===== config.mk =====
export PLATFORM = sky130hd
export DESIGN_NAME = lb_uart_rx_core
export DESIGN_NICKNAME = d
export VERILOG_FILES = /design/src/rtl/lb_uart_pkg.sv /design/src/rtl/lb_uart_rx_sync.sv /design/src/rtl/lb_uart_rx_core.sv
export SDC_FILE = /design/constraint.sdc
export NUM_CORES = 1
export LEC_CHECK = 0
export CAP_MARGIN = 10
export CORE_MARGIN = 3
export CORE_UTILIZATION = 59
export DETAILED_ROUTE_END_ITERATION = 6
export PLACE_DENSITY_LB_ADDON = 0.08
export SYNTH_ARGS = -nofsm -noshare
export SYNTH_HDL_FRONTEND = slang
export SYNTH_SLANG_ARGS = --single-unit

===== constraint.sdc =====
create_clock -name clk -period 4.1 [get_ports clk]
set_clock_uncertainty 0.15 [all_clocks]
set_input_delay 1.025 -clock clk [delete_from_list [all_inputs] [get_ports clk]]
set_output_delay 1.025 -clock clk [all_outputs]
set_load 0.01 [all_outputs]

===== src/rtl/lb_uart_pkg.sv =====
// Shared types and helpers for the local-bus UART receiver.
package lb_uart_pkg;

   typedef enum logic [2:0] {
      IDLE   = 3'd0,
      START  = 3'd1,
      DATA   = 3'd2,
      PARITY = 3'd3,
      STOP   = 3'd4
   } rx_state_t;

   localparam int PAR_EVEN = 0;
   localparam int PAR_ODD  = 1;

   function automatic int cnt_w(input int n);
      return $clog2(n);
   endfunction

endpackage


===== src/rtl/lb_uart_rx_sync.sv =====
// Two-flop synchroniser for the asynchronous rx pad; resets to the idle-high level.
module lb_uart_rx_sync (
   input  logic i_clk,
   input  logic i_reset,
   input  logic i_rx,
   output logic o_rx_s
);

   logic r_meta;
   logic r_sync;

   always_ff @(posedge i_clk or posedge i_reset) begin
      if (i_reset) begin
         r_meta <= 1'b1;
         r_sync <= 1'b1;
      end else begin
         r_meta <= i_rx;
         r_sync <= r_meta;
      end
   end

   assign o_rx_s = r_sync;

endmodule


===== src/rtl/lb_uart_rx_core.sv =====
// Oversampling UART receiver with parity/framing checks, false-start rejection,
// overrun detection and a valid/rd handshake towards the local bus.
module lb_uart_rx_core
   import lb_uart_pkg::*;
#(
   parameter int DATA_BITS  = 8,
   parameter int OVERSAMPLE = 16,
   parameter int PARITY_EN  = 0,
   parameter int PARITY_ODD = 0,
   parameter int STOP_BITS  = 1
) (
   input  logic                 clk,
   input  logic                 reset,
   input  logic                 baud_tick,
   input  logic                 rx,
   input  logic                 rd,
   output logic [DATA_BITS-1:0] data,
   output logic                 valid,
   output logic                 parity_err,
   output logic                 frame_err,
   output logic                 overrun,
   output logic                 busy
);

   localparam int TW = cnt_w(OVERSAMPLE);
   localparam int BW = cnt_w(DATA_BITS + 1);

   localparam logic [TW-1:0] MID_TICK  = TW'(OVERSAMPLE / 2 - 1);
   localparam logic [TW-1:0] BIT_TICK  = TW'(OVERSAMPLE - 1);
   localparam logic [BW-1:0] LAST_DATA = BW'(DATA_BITS - 1);
   localparam logic [BW-1:0] LAST_STOP = BW'(STOP_BITS - 1);
   localparam logic          ODD_PAR   = (PARITY_ODD == PAR_ODD);
   localparam rx_state_t     AFTER_DATA = (PARITY_EN != 0) ? PARITY : STOP;

   logic                 w_rx_s;
   logic                 w_mid_tick;
   logic                 w_bit_tick;

   rx_state_t            r_state;
   logic [TW-1:0]        r_tick_cnt;
   logic [BW-1:0]        r_bit_cnt;
   logic [DATA_BITS-1:0] r_shift;
   logic                 r_perr;
   logic                 r_ferr;
   logic                 r_armed;
   logic                 r_commit;

   lb_uart_rx_sync u_sync (
      .i_clk   (clk),
      .i_reset (reset),
      .i_rx    (rx),
      .o_rx_s  (w_rx_s)
   );

   assign w_mid_tick = baud_tick && (r_tick_cnt == MID_TICK);
   assign w_bit_tick = baud_tick && (r_tick_cnt == BIT_TICK);
   assign busy       = (r_state != IDLE);

   always_ff @(posedge clk or posedge reset) begin
      if (reset) begin
         r_state    <= IDLE;
         r_tick_cnt <= '0;
         r_bit_cnt  <= '0;
         r_shift    <= '0;
         r_perr     <= 1'b0;
         r_ferr     <= 1'b0;
         r_armed    <= 1'b0;
         r_commit   <= 1'b0;
         data       <= '0;
         valid      <= 1'b0;
         parity_err <= 1'b0;
         frame_err  <= 1'b0;
         overrun    <= 1'b0;
      end else begin
         r_commit <= 1'b0;

         // A read coinciding with a commit consumed the old character, so no overrun.
         if (r_commit) begin
            data       <= r_shift;
            valid      <= 1'b1;
            parity_err <= r_perr;
            frame_err  <= r_ferr;
            overrun    <= valid & ~rd;
         end else if (rd && valid) begin
            valid      <= 1'b0;
            parity_err <= 1'b0;
            frame_err  <= 1'b0;
            overrun    <= 1'b0;
         end

         case (r_state)
            IDLE: begin
               if (w_rx_s) begin
                  r_armed <= 1'b1;
               end else if (r_armed) begin
                  r_armed    <= 1'b0;
                  r_state    <= START;
                  r_tick_cnt <= '0;
                  r_bit_cnt  <= '0;
                  r_perr     <= 1'b0;
                  r_ferr     <= 1'b0;
               end
            end
            START: begin
               if (w_mid_tick) begin
                  r_tick_cnt <= '0;
                  r_state    <= w_rx_s ? IDLE : DATA;
               end else if (baud_tick) begin
                  r_tick_cnt <= r_tick_cnt + TW'(1);
               end
            end
            DATA: begin
               if (w_bit_tick) begin
                  r_tick_cnt <= '0;
                  r_shift    <= {w_rx_s, r_shift[DATA_BITS-1:1]};
                  if (r_bit_cnt == LAST_DATA) begin
                     r_bit_cnt <= '0;
                     r_state   <= AFTER_DATA;
                  end else begin
                     r_bit_cnt <= r_bit_cnt + BW'(1);
                  end
               end else if (baud_tick) begin
                  r_tick_cnt <= r_tick_cnt + TW'(1);
               end
            end
            PARITY: begin
               if (w_bit_tick) begin
                  r_tick_cnt <= '0;
                  r_perr     <= ((^r_shift) ^ w_rx_s) != ODD_PAR;
                  r_state    <= STOP;
               end else if (baud_tick) begin
                  r_tick_cnt <= r_tick_cnt + TW'(1);
               end
            end
            STOP: begin
               // Leave at the last stop-bit centre so a back-to-back start edge is caught.
               if (w_bit_tick) begin
                  r_tick_cnt <= '0;
                  r_ferr     <= r_ferr | ~w_rx_s;
                  if (r_bit_cnt == LAST_STOP) begin
                     r_bit_cnt <= '0;
                     r_state   <= IDLE;
                     r_commit  <= 1'b1;
                  end else begin
                     r_bit_cnt <= r_bit_cnt + BW'(1);
                  end
               end else if (baud_tick) begin
                  r_tick_cnt <= r_tick_cnt + TW'(1);
               end
            end
            default: begin
               r_state    <= IDLE;
               r_tick_cnt <= '0;
               r_bit_cnt  <= '0;
            end
         endcase
      end
   end

endmodule

After elaboration in Yosys (flattened, before gate mapping)
Cells that the tools add are included.
{ "op_classes": {"n_mul": 0, "muxes": 36, "n_reduce_logical": 18, "n_shift": 0, "bitwise": 6, "eq_ne": 15, "magnitude_cmp": 0, "n_addsub": 2, "div_mod_pow": 0} }
{ "ops": {"columns": ["op", "count"], "rows": [
  ["two-way mux 4 bit", 9],
  ["two-way mux 3 bit", 8],
  ["inequality test 2 bit, second input constant", 8],
  ["case mux 4 bit (4 select lines)", 1],
  ["case mux 3 bit (5 select lines)", 1],
  ["two-way mux 1 bit", 13],
  ["case mux 4 bit (3 select lines)", 1],
  ["adder 4 x 1 -> 4 bit, second input constant", 2],
  ["equality test 4 x 3 -> 1 bit, second input constant", 2],
  ["AND reduction 4 bit", 2],
  ["AND reduction 8 bit", 1],
  ["XOR reduction 8 bit", 1],
  ["equality test 3 x 2 -> 1 bit, second input constant", 2],
  ["nonzero test 2 bit", 3],
  ["AND reduction 5 bit", 1],
  ["equality test 4 bit, second input constant", 1],
  ["zero test 4 bit", 1],
  ["case mux 1 bit (2 select lines)", 2],
  ["AND reduction 2 bit", 2],
  ["equality test 3 x 1 -> 1 bit, second input constant", 1],
  ["equality test 3 bit, second input constant", 1],
  ["logical AND 1 bit", 3],
  ["zero test 3 bit", 1],
  ["inverter 1 bit", 3],
  ["other kinds (7)", 7]
]} }
{ "totals": {"n_memories": 0, "ram_bits": 0, "wordCells": 92, "input_bits": 5, "reg_bits": 37, "rom_bits": 0, "latchBits": 0} }

Longest topological paths before layout
Gate-level depths: netlist of the first run.
{ "logic_depth": {"ltp_word": 4, "mapped_depth": 7, "mapped_depth_nobuf": 6} }

Cells and area by module
Synthesis of the first run repeated with hierarchy kept, for this count alone.
{ "hier_totals": {"cells_unflattened": 164, "area_unflattened_um2": 1821.7} }
{ "modules_own_cells": {"columns": ["module", "area_each_um2", "cells_each", "instances"], "rows": [
  ["lb_uart_rx_core", 1765.4, 161, 1],
  ["lb_uart_rx_sync", 56.3, 3, 1]
]} }

Worst setup path after synthesis of the first run
No wires, ideal clock.
{ "synth_timing": {"path_type": "input to register", "from": "in baud_tick", "to": "reg r_bit_cnt[3]", "required_ps": 3858, "arrival_ps": 2401, "cell_stages": 6, "path_slack_ps": 1457, "n_path_buf": 1, "cell_sequence": "and4_1 buf_4 a21oi_2 a221o_1 or4_4 o31ai_2"} }
{ "synth_between": {"elab_chain_len": 3, "word_cells_on_any_way": 4, "classes_between": "eq/ne: 2; reduce/logical: 2"} }
{ "synth_rtl": {"columns": ["element", "line_no", "text"], "rows": [
  ["start: declaration", "lb_uart_rx_core.sv:14", "input logic baud_tick,"],
  ["logical AND 1 bit *", "lb_uart_rx_core.sv:56", "assign w_bit_tick = baud_tick && (r_tick_cnt == BIT_TICK);"],
  ["inequality test 2 bit (no line)", null, null],
  ["AND reduction 5 bit (no line) *", null, null],
  ["end signal: assignment", "lb_uart_rx_core.sv:120", "r_bit_cnt <= r_bit_cnt + BW'(1);"],
  ["end signal: assignment", "lb_uart_rx_core.sv:145", "r_bit_cnt <= r_bit_cnt + BW'(1);"],
  ["end: declaration", "lb_uart_rx_core.sv:41", "logic [BW-1:0] r_bit_cnt;"]
]} }
Every way passes the cells marked *; elsewhere a longest branch is shown, timed or not.
A chain may end at the register's enable or synchronous reset.

Worst setup path in the final report of the first run
{ "layout_timing": {"from": "reg r_state[0]", "to": "out busy"} }
{ "layout_between": {"elab_chain_len": 1} }
{ "layout_rtl": {"columns": ["element", "line_no", "text"], "rows": [
  ["start: declaration", "lb_uart_rx_core.sv:39", "rx_state_t r_state;"],
  ["start signal: assignment", "lb_uart_rx_core.sv:107", "r_state <= w_rx_s ? IDLE : DATA;"],
  ["nonzero test 3 bit", "lb_uart_rx_core.sv:57", "assign busy = (r_state != IDLE);"],
  ["end: declaration", "lb_uart_rx_core.sv:22", "output logic busy"]
]} }
No other way between the ends.

==> impl_summary.log, run 1 <==
INFO  metric final.period_utilization = 74.9%
INFO  metric mostFrequentLayoutCells = dfrtp_1 (35), mux2_2 (18), clkdlybuf4s50_1 (17), nand2_1 (14)
INFO  metric grt_start_max_net_pins = 25
INFO  metric routed-via-count = approximately 1200
INFO  metric core-area = roughly 2800 um2
INFO  metric proportion_of_synthesized_chip_area_in_sequential_cells = 52.5%
INFO  metric crit_end_element = primary output
INFO  metric slew-limit-headroom = 42.8%
INFO  metric number_of_gates_resized_after_cts = 0
INFO  metric totalPowerFinal = 1.10 mW
INFO  metric synth-seq-cells = 37
INFO  metric number_of_antenna_violations_at_the_first_check_in_global_routing = 0
INFO  metric final_net_count = 187
INFO  metric peak_ir_drop_on_the_vdd_network = 464 uV
INFO  metric routed_wirelength = ~3100 um
INFO  metric grt_remaining_overflow = 0
INFO  metric drive_above_1_share = around 18%
INFO  metric slowest_stage = dfrtp_1
INFO  metric design.portCount = 18
INFO  metric power.static_leakage = 0.920 nW
INFO  metric net_count_synth = 167
INFO  metric worst_setup_hold_path_clk_slew = 0.11 ns
INFO  metric drv.max_cap_violation_count = 0
INFO  metric netlist_area = 1770 um2
INFO  metric finish.instance_area = 2040 um2
INFO  metric ant_nets = 0
INFO  metric slowest_stage_delay_on_critical_path = about 0.56 ns
INFO  metric period_minus_slack = 3.07 ns
INFO  metric worst_hold_path_type = reg -> reg
INFO  metric iteration_0_drc_count_of_the_detailed_router = around 100
INFO  metric detail_route.first_pass.iterations = 4
INFO  metric initial_utilization = 63.0%
INFO  metric synthesis.yosys.warnings = 0
INFO  metric clock_sink_count = 37
INFO  metric ys_dominant_reg_cell = dfrtp_1
INFO  metric run_status = complete, no violations
INFO  metric cts_buffer_depth = 2
INFO  metric core.rowCount = 19
INFO  metric layout_commonest_cell = dfrtp_1
INFO  metric buffer_type_at_the_clock_tree_root = clkbuf_4
INFO  metric cp_data_arrival_time = roughly 1.9 ns
INFO  metric grt_pass1_vias = 1204
INFO  metric area.growth.synth_to_final = 15.7%
INFO  metric post_cts.repair.setup_buffers = 0
INFO  metric footprint_of_the_multi_input_gates = approximately 770 um2
INFO  metric global_route_wire_length_before_repair = 5510 um
INFO  metric clkLatencyLatePin = 0.34 ns
INFO  metric worstPathMaxFanout = 16
INFO  metric port_buffers = 17
INFO  metric cts-hold-fix-buffers = 0
INFO  metric diodes = 0
INFO  metric routedWlPerCell = 14.7 um
INFO  metric setup-violations-final = 0
INFO  metric seqCellArea = approximately 930 um2
INFO  metric post_place_instance_area = 1960 um2
INFO  metric critical_path_required = around 2.9 ns
INFO  metric die_height = just over 60 um
INFO  metric cp-start-kind = flip-flop
INFO  metric post_drt_via_cell_ratio = just under 6
INFO  metric last_weighted_congestion_value_of_the_routability_driven_placer = 0.855
INFO  metric detailedPlacementHpwl = 2240 um
INFO  metric tns = 0 ns
INFO  metric max_freq = 326 MHz
INFO  metric worst-slew-pin-transition = around 0.86 ns
INFO  metric synth_edf_count = 0
INFO  metric synth.distinct_cells = 38
INFO  metric power.density = approximately 540 nW/um2
INFO  metric die_width = 60.7 um
INFO  metric worstSetupPathType = reg -> out
INFO  metric asyncSetResetFlopFracSynth = 100%
INFO  metric finalHoldViolations = 0
INFO  metric regToRegSetupSlack = about 1.7 ns
INFO  metric dieArea = 3690 um2
INFO  metric timing.critical_path.cells = nor3_1 > inv_1 > clkdlybuf4s50_1
INFO  metric syn_inst = 159
INFO  metric syn_area_cell = between 10 and 15 um2
INFO  metric total_track_usage = 20.3%
INFO  metric cts_tree = yes
INFO  metric fillers = around 220
INFO  metric drcViolationCount = 0
INFO  metric slew_violations = 0
INFO  metric setup_repair_after_global_routing_missed_its_margin = no
INFO  metric tritoncts.num_buffers = 5
INFO  metric clock_h_tree_levels = 2
-- synthesized netlist by cell type, types with 2 or more instances --
cell type	number	share of area [%]
nand3_1	4	1.1
nor3_1	2	0.57
mux2i_1	2	1.1
nand2b_1	3	1.1
ha_1	3	2.1
xnor2_1	9	4.5
o21ai_0	11	3.1
mux2_2	18	11
nand4_1	3	1.1
inv_1	11	2.3
dfstp_2	2	3.0
o31ai_1	4	1.7
nand2_1	14	3.0
a21oi_1	8	2.3
dfrtp_1	35	50
nor2_1	6	1.3
clkbuf_1	3	0.64
-- sequential cells by signal (all words and copies together) (netlist names), 3 cells and up --
name,cells
data,8
r_shift,8
r_bit_cnt,4
r_tick_cnt,4
r_state,3
-- cells by family after synthesis --
group,after synthesis,synth area share (%)
AND/OR/NAND/NOR,39,11.3
flip-flops,37,52.5
AO/OA/AOI/OAI,34,12.7
multiplexers,20,12.6
buffers and inverters,16,3.68
XOR/XNOR,10,4.96
adder cells (fa/ha/maj),3,2.12
-- final timing paths --
path | startpoint | to | cells past startpoint
worst max-delay path | r_state[0] | busy | 3
worst min-delay path | u_sync.r_meta | u_sync.o_rx_s | 0
worst max register to register | r_tick_cnt[0] | r_bit_cnt[3] | 6
worst min register to register | u_sync.r_meta | u_sync.o_rx_s | 0
max in group asynchronous | reset | r_ferr | 3
min in group asynchronous | reset | r_shift[2] | 2
-- worst max-delay path: cells and delay by family (launching register included) --
| family | cells | cell delay (ns) |
|---|---|---|
| buffers and inverters | 2 | 0.59 |
| flip-flops | 1 | 0.56 |
| AND/OR/NAND/NOR | 1 | 0.41 |
-- metal layers --
layer,up-vias,GRT usage (%),wire length (um)
li1,604,-,-
met1,610,27.4,1450
met2,26,32.1,1500
met3,2,6.38,138
met4,0,5.57,10
met5,-,0,0
-- where the power goes --
part | leakage (nW) | total [mW] | internal (mW) | switching [mW]
clock network | 0.0455 | 0.262 | 0.146 | 0.117
registers | 0.485 | 0.494 | 0.412 | 0.0818
logic | 0.390 | 0.343 | 0.151 | 0.192
-- cell type report --
type	instances	area share, %
multi-input combinational	106	37.8
clock inverter	1	1.47
inverter	11	2.02
sequential	37	45.4
timing repair buffer	18	8.69
clock buffer	7	2.69
tap	31	1.90
-- stage by stage --
| step | hold WS (ns) | utilization, % | instances | worst slack (ns) |
|---|---|---|---|---|
| after floorplan | 0.195 | - | 159 | 1.46 |
| after global placement | 0.197 | 69.8 | 203 | 0.808 |
| after detailed placement | 0.199 | 69.8 | 203 | 0.722 |
| after CTS | 0.215 | 72.9 | 211 | 1.03 |
| after global routing | 0.217 | 72.9 | 211 | 0.901 |
| final | 0.213 | 72.9 | 211 | 1.03 |
No activity file was read; power rests on OpenSTA's default activity.
==> inputs of run 2 (changes only) <==
--- a/config.mk
+++ b/config.mk
@@ -7,7 +7,7 @@
 export LEC_CHECK = 0
 export CAP_MARGIN = 10
 export CORE_MARGIN = 3
-export CORE_UTILIZATION = 59
+export CORE_UTILIZATION = 50
 export DETAILED_ROUTE_END_ITERATION = 6
 export PLACE_DENSITY_LB_ADDON = 0.08
 export SYNTH_ARGS = -nofsm -noshare
==> constraint.sdc (replaced) <==
create_clock -name clk -period 2.7 [get_ports clk]
set_clock_uncertainty 0.15 [all_clocks]
set_input_delay 0.675 -clock clk [delete_from_list [all_inputs] [get_ports clk]]
set_output_delay 0.675 -clock clk [all_outputs]
set_load 0.01 [all_outputs]
==> run 2 against run 1 <==
Compared with the run above: sequential power is 39% higher; first-iteration DRC count fell by 35%; die area grew 16%; routed wire length grew 1.8%; core utilization down 7.6 points; cell area is 2.3% higher; combinational power rose by 88%; via count grew 1.4%; flip-flop and latch count is the same; largest cell class unchanged; highest routed layer unchanged.
==> impl_summary.log, run 2 (synthesized netlist as in run 1, its figures left out) <==
INFO  metric grt_start_max_net_pins = 38 (+52%)
INFO  metric final.period_utilization = 88.7%
INFO  metric layout_commonest_cell = dfrtp_1
INFO  metric cts-hold-fix-buffers = 0 (unchanged)
INFO  metric slew_violations = 0 (unchanged)
INFO  metric total_track_usage = 17.9% (-2.4 points)
INFO  metric run_status = complete, no violations
INFO  metric routedWlPerCell = 13.7 um (-7.0%)
INFO  metric finish.utilization = 65.3% (-7.6 points)
INFO  metric critical_path_required = 1.88 ns (-1.04 ns)
INFO  metric post_place_instance_area = 2030 um2 (+3.5%)
INFO  metric diodes = 0 (unchanged)
INFO  metric slew-limit-headroom = 66.0% (+23 points)
INFO  metric netSwitchingFraction = 36.7% (+1.2 points)
INFO  metric grt_pass1_vias = 1277 (+6.1%)
INFO  metric worst_hold_path_type = reg -> reg
INFO  metric finalHoldViolations = 0 (unchanged)
INFO  metric global_route_wire_length_before_repair = 5930 um (+7.8%)
INFO  metric finish.instance_area = 2090 um2 (+2.3%)
INFO  metric max_freq = around 420 MHz
INFO  metric initial_utilization = 55.2% (-7.8 points)
INFO  metric r2r_startpoint = r_tick_cnt[1]
INFO  metric fillers = 284 (+27%)
INFO  metric core.rowCount = 20 (+1)
INFO  metric design.portCount = 18 (unchanged)
INFO  metric core-area = 3200 um2 (+14%)
INFO  metric tritoncts.num_buffers = 5 (unchanged)
INFO  metric grt_use_met1 = 23.8% (-3.6 points)
INFO  metric ff2ff_path_depth = 6 (unchanged)
INFO  metric cts_tree = yes
INFO  metric number_of_antenna_violations_at_the_first_check_in_global_routing = 0 (unchanged)
INFO  metric worst-slew-pin-transition = 0.510 ns (-0.346 ns)
INFO  metric iteration_0_drc_count_of_the_detailed_router = 66 (-35%)
INFO  metric slowest_stage = clkdlybuf4s50_1
INFO  metric detailedPlacementHpwl = 2290 um (+2.3%)
INFO  metric buffer_type_at_the_clock_tree_root = clkbuf_4
INFO  metric power.internal = 1.03 mW (+46%)
INFO  metric setup_repair_after_global_routing_missed_its_margin = no
INFO  metric worstSetupPathType = reg -> out
INFO  metric final_net_count = 194 (+3.7%)
INFO  metric routed-via-count = 1260 (+1.4%)
INFO  metric worst_min_path_start = u_sync.r_meta
INFO  metric drv.max_cap_violation_count = 0 (unchanged)
INFO  metric top_usage_layer = met2
INFO  metric period_minus_slack = 2.40 ns
INFO  metric post_cts.repair.setup_buffers = 0 (unchanged)
INFO  metric timing.critical_path.cells = nor3_2 > inv_1 > clkdlybuf4s50_1
INFO  metric cts_buffer_depth = 2 (unchanged)
INFO  metric crit_start = r_state[2]
INFO  metric drcViolationCount = 0 (unchanged)
INFO  metric p_sw = 599 uW (+54%)
INFO  metric setup-violations-final = 0 (unchanged)
INFO  metric min_path_cells = 0 (unchanged)
INFO  metric cp_data_arrival_time = 1.57 ns (-0.33 ns)
INFO  metric reg.largest.list = data (8), r_shift (8)
INFO  metric grt_use_met2 = 28.4% (-3.6 points)
INFO  metric drive_above_1_share = 21.4% (+3.1 points)
INFO  metric clock_power_share = 18.2% (-5.7 points)
INFO  metric die_width = 65.4 um (+7.8%)
INFO  metric post-route-worst-setup-slack = 0.305 ns (-0.724 ns)
INFO  metric worstPathMaxFanout = 3 (-13)
INFO  metric slowest_stage_delay_on_critical_path = 0.48 ns (-0.08 ns)
INFO  metric last_weighted_congestion_value_of_the_routability_driven_placer = 0.842 (-1.5%)
INFO  metric port_buffers = 17 (unchanged)
INFO  metric combinationalPowerShare = 39.5% (+8.3 points)
INFO  metric post_drt_via_cell_ratio = 5.45 (-7.3%)
INFO  metric pre_cts_ws = -0.0203 ns (-0.743 ns)
INFO  metric routed_wirelength = 3160 um (+1.8%)
INFO  metric cp-start-kind = flip-flop
INFO  metric final.hold.worst_slack = 0.211 ns (-0.00215 ns)
INFO  metric totalPowerFinal = 1.63 mW (+48%)
INFO  metric peak_ir_drop_on_the_vdd_network = 588 uV (+27%)
INFO  metric grt_remaining_overflow = 0 (unchanged)
INFO  metric crit_end_element = primary output
INFO  metric clkLatencyLatePin = 0.34 ns (about the same)
INFO  metric clock_sink_count = 37 (unchanged)
INFO  metric clock_h_tree_levels = 2 (unchanged)
INFO  metric detail_route.first_pass.iterations = 4 (unchanged)
INFO  metric worst_setup_hold_path_clk_slew = 0.09 ns (-0.02 ns)
INFO  metric power_frac_seq = 42.3% (-2.6 points)
INFO  metric ant_nets = 0 (unchanged)
INFO  metric dieArea = 4280 um2 (+16%)
INFO  metric power.static_leakage = 0.943 nW (+2.5%)
INFO  metric mostFrequentLayoutCells = dfrtp_1 (35), mux2_2 (18), clkdlybuf4s50_1 (17), nand2_1 (14)
INFO  metric area.growth.synth_to_final = 18.4%
INFO  metric global_route.usage.met3 = 5.98% (-0.40 points)
INFO  metric power.density = 780 nW/um2 (+45%)
INFO  metric die_height = 65.4 um (+7.8%)
[run 2: cell count changes in the layout (fill, tap and decap cells not counted)]
| cell | delta |
|---|---|
| buf_4 | +7 |
| bufinv_16 | -1 |
| clkbuf_1 | +1 |
| nor3_1 | -1 |
| nor3_2 | +1 |
[run 2: critical path: cells and delay by family (launching register included)]
family	cells	cell delay, ns
buffers and inverters	2	0.57
AND/OR/NAND/NOR	1	0.27
flip-flops	1	0.40
[run 2: repair_timing]
item | CTS | global route
endpoints found under the hold margin | 0 | 0
gates resized for setup | 0 | 1
endpoints found under the setup margin | 0 | 1
[run 2: worst paths after layout]
kind	end	slack, ns
max	busy	0.30
min	u_sync.o_rx_s	0.21
max reg2reg	r_bit_cnt[3]	0.53
min reg2reg	u_sync.o_rx_s	0.21
max in group asynchronous	u_sync.r_meta	1.44
min in group asynchronous	frame_err	0.60
[run 2: per-layer routing]
metal / part of all wire, % / vias to the layer above
met2: 47 / 23
li1: - / 617
met3: 4.4 / 4
met1: 47 / 616
met4: 0.73 / 0
met5: 0 / -
[run 2: cell type report]
type	instances	area [um2]	area share [%]
clock buffers	8	58.8	2.81
inverters	11	41.3	1.97
multi-input cells	106	778	37.2
well taps	44	55.1	2.63
repair buffers	25	230	11.0
flip-flops and latches	37	928	44.4
[run 2: power by group through the flow]
stage | Sequential (mW) | Clock, mW | Combinational (mW)
after floorplan | 0.688 | 0 | 0.449
after global placement | 0.690 | 0 | 0.613
after detailed placement | 0.695 | 0 | 0.635
after CTS | 0.685 | 0.310 | 0.637
after global routing | 0.702 | 0.344 | 0.732
final | 0.689 | 0.298 | 0.644
[run 2: stage by stage]
step / instances / TNS [ns]
CTS: 231 / 0
global route: 231 / 0
floorplan: 159 / 0
finish: 231 / 0
detailed placement: 223 / -0.0203
global placement: 223 / 0
==> inputs of run 3 (changes only) <==
--- a/config.mk
+++ b/config.mk
@@ -8,6 +8,7 @@
 export CAP_MARGIN = 10
 export CORE_MARGIN = 3
 export CORE_UTILIZATION = 50
+export CTS_CLUSTER_SIZE = 16
 export DETAILED_ROUTE_END_ITERATION = 6
 export PLACE_DENSITY_LB_ADDON = 0.08
 export SYNTH_ARGS = -nofsm -noshare
==> results of run 3 <==
No change in the layout: final DEF, timing and power equal those of run 2.
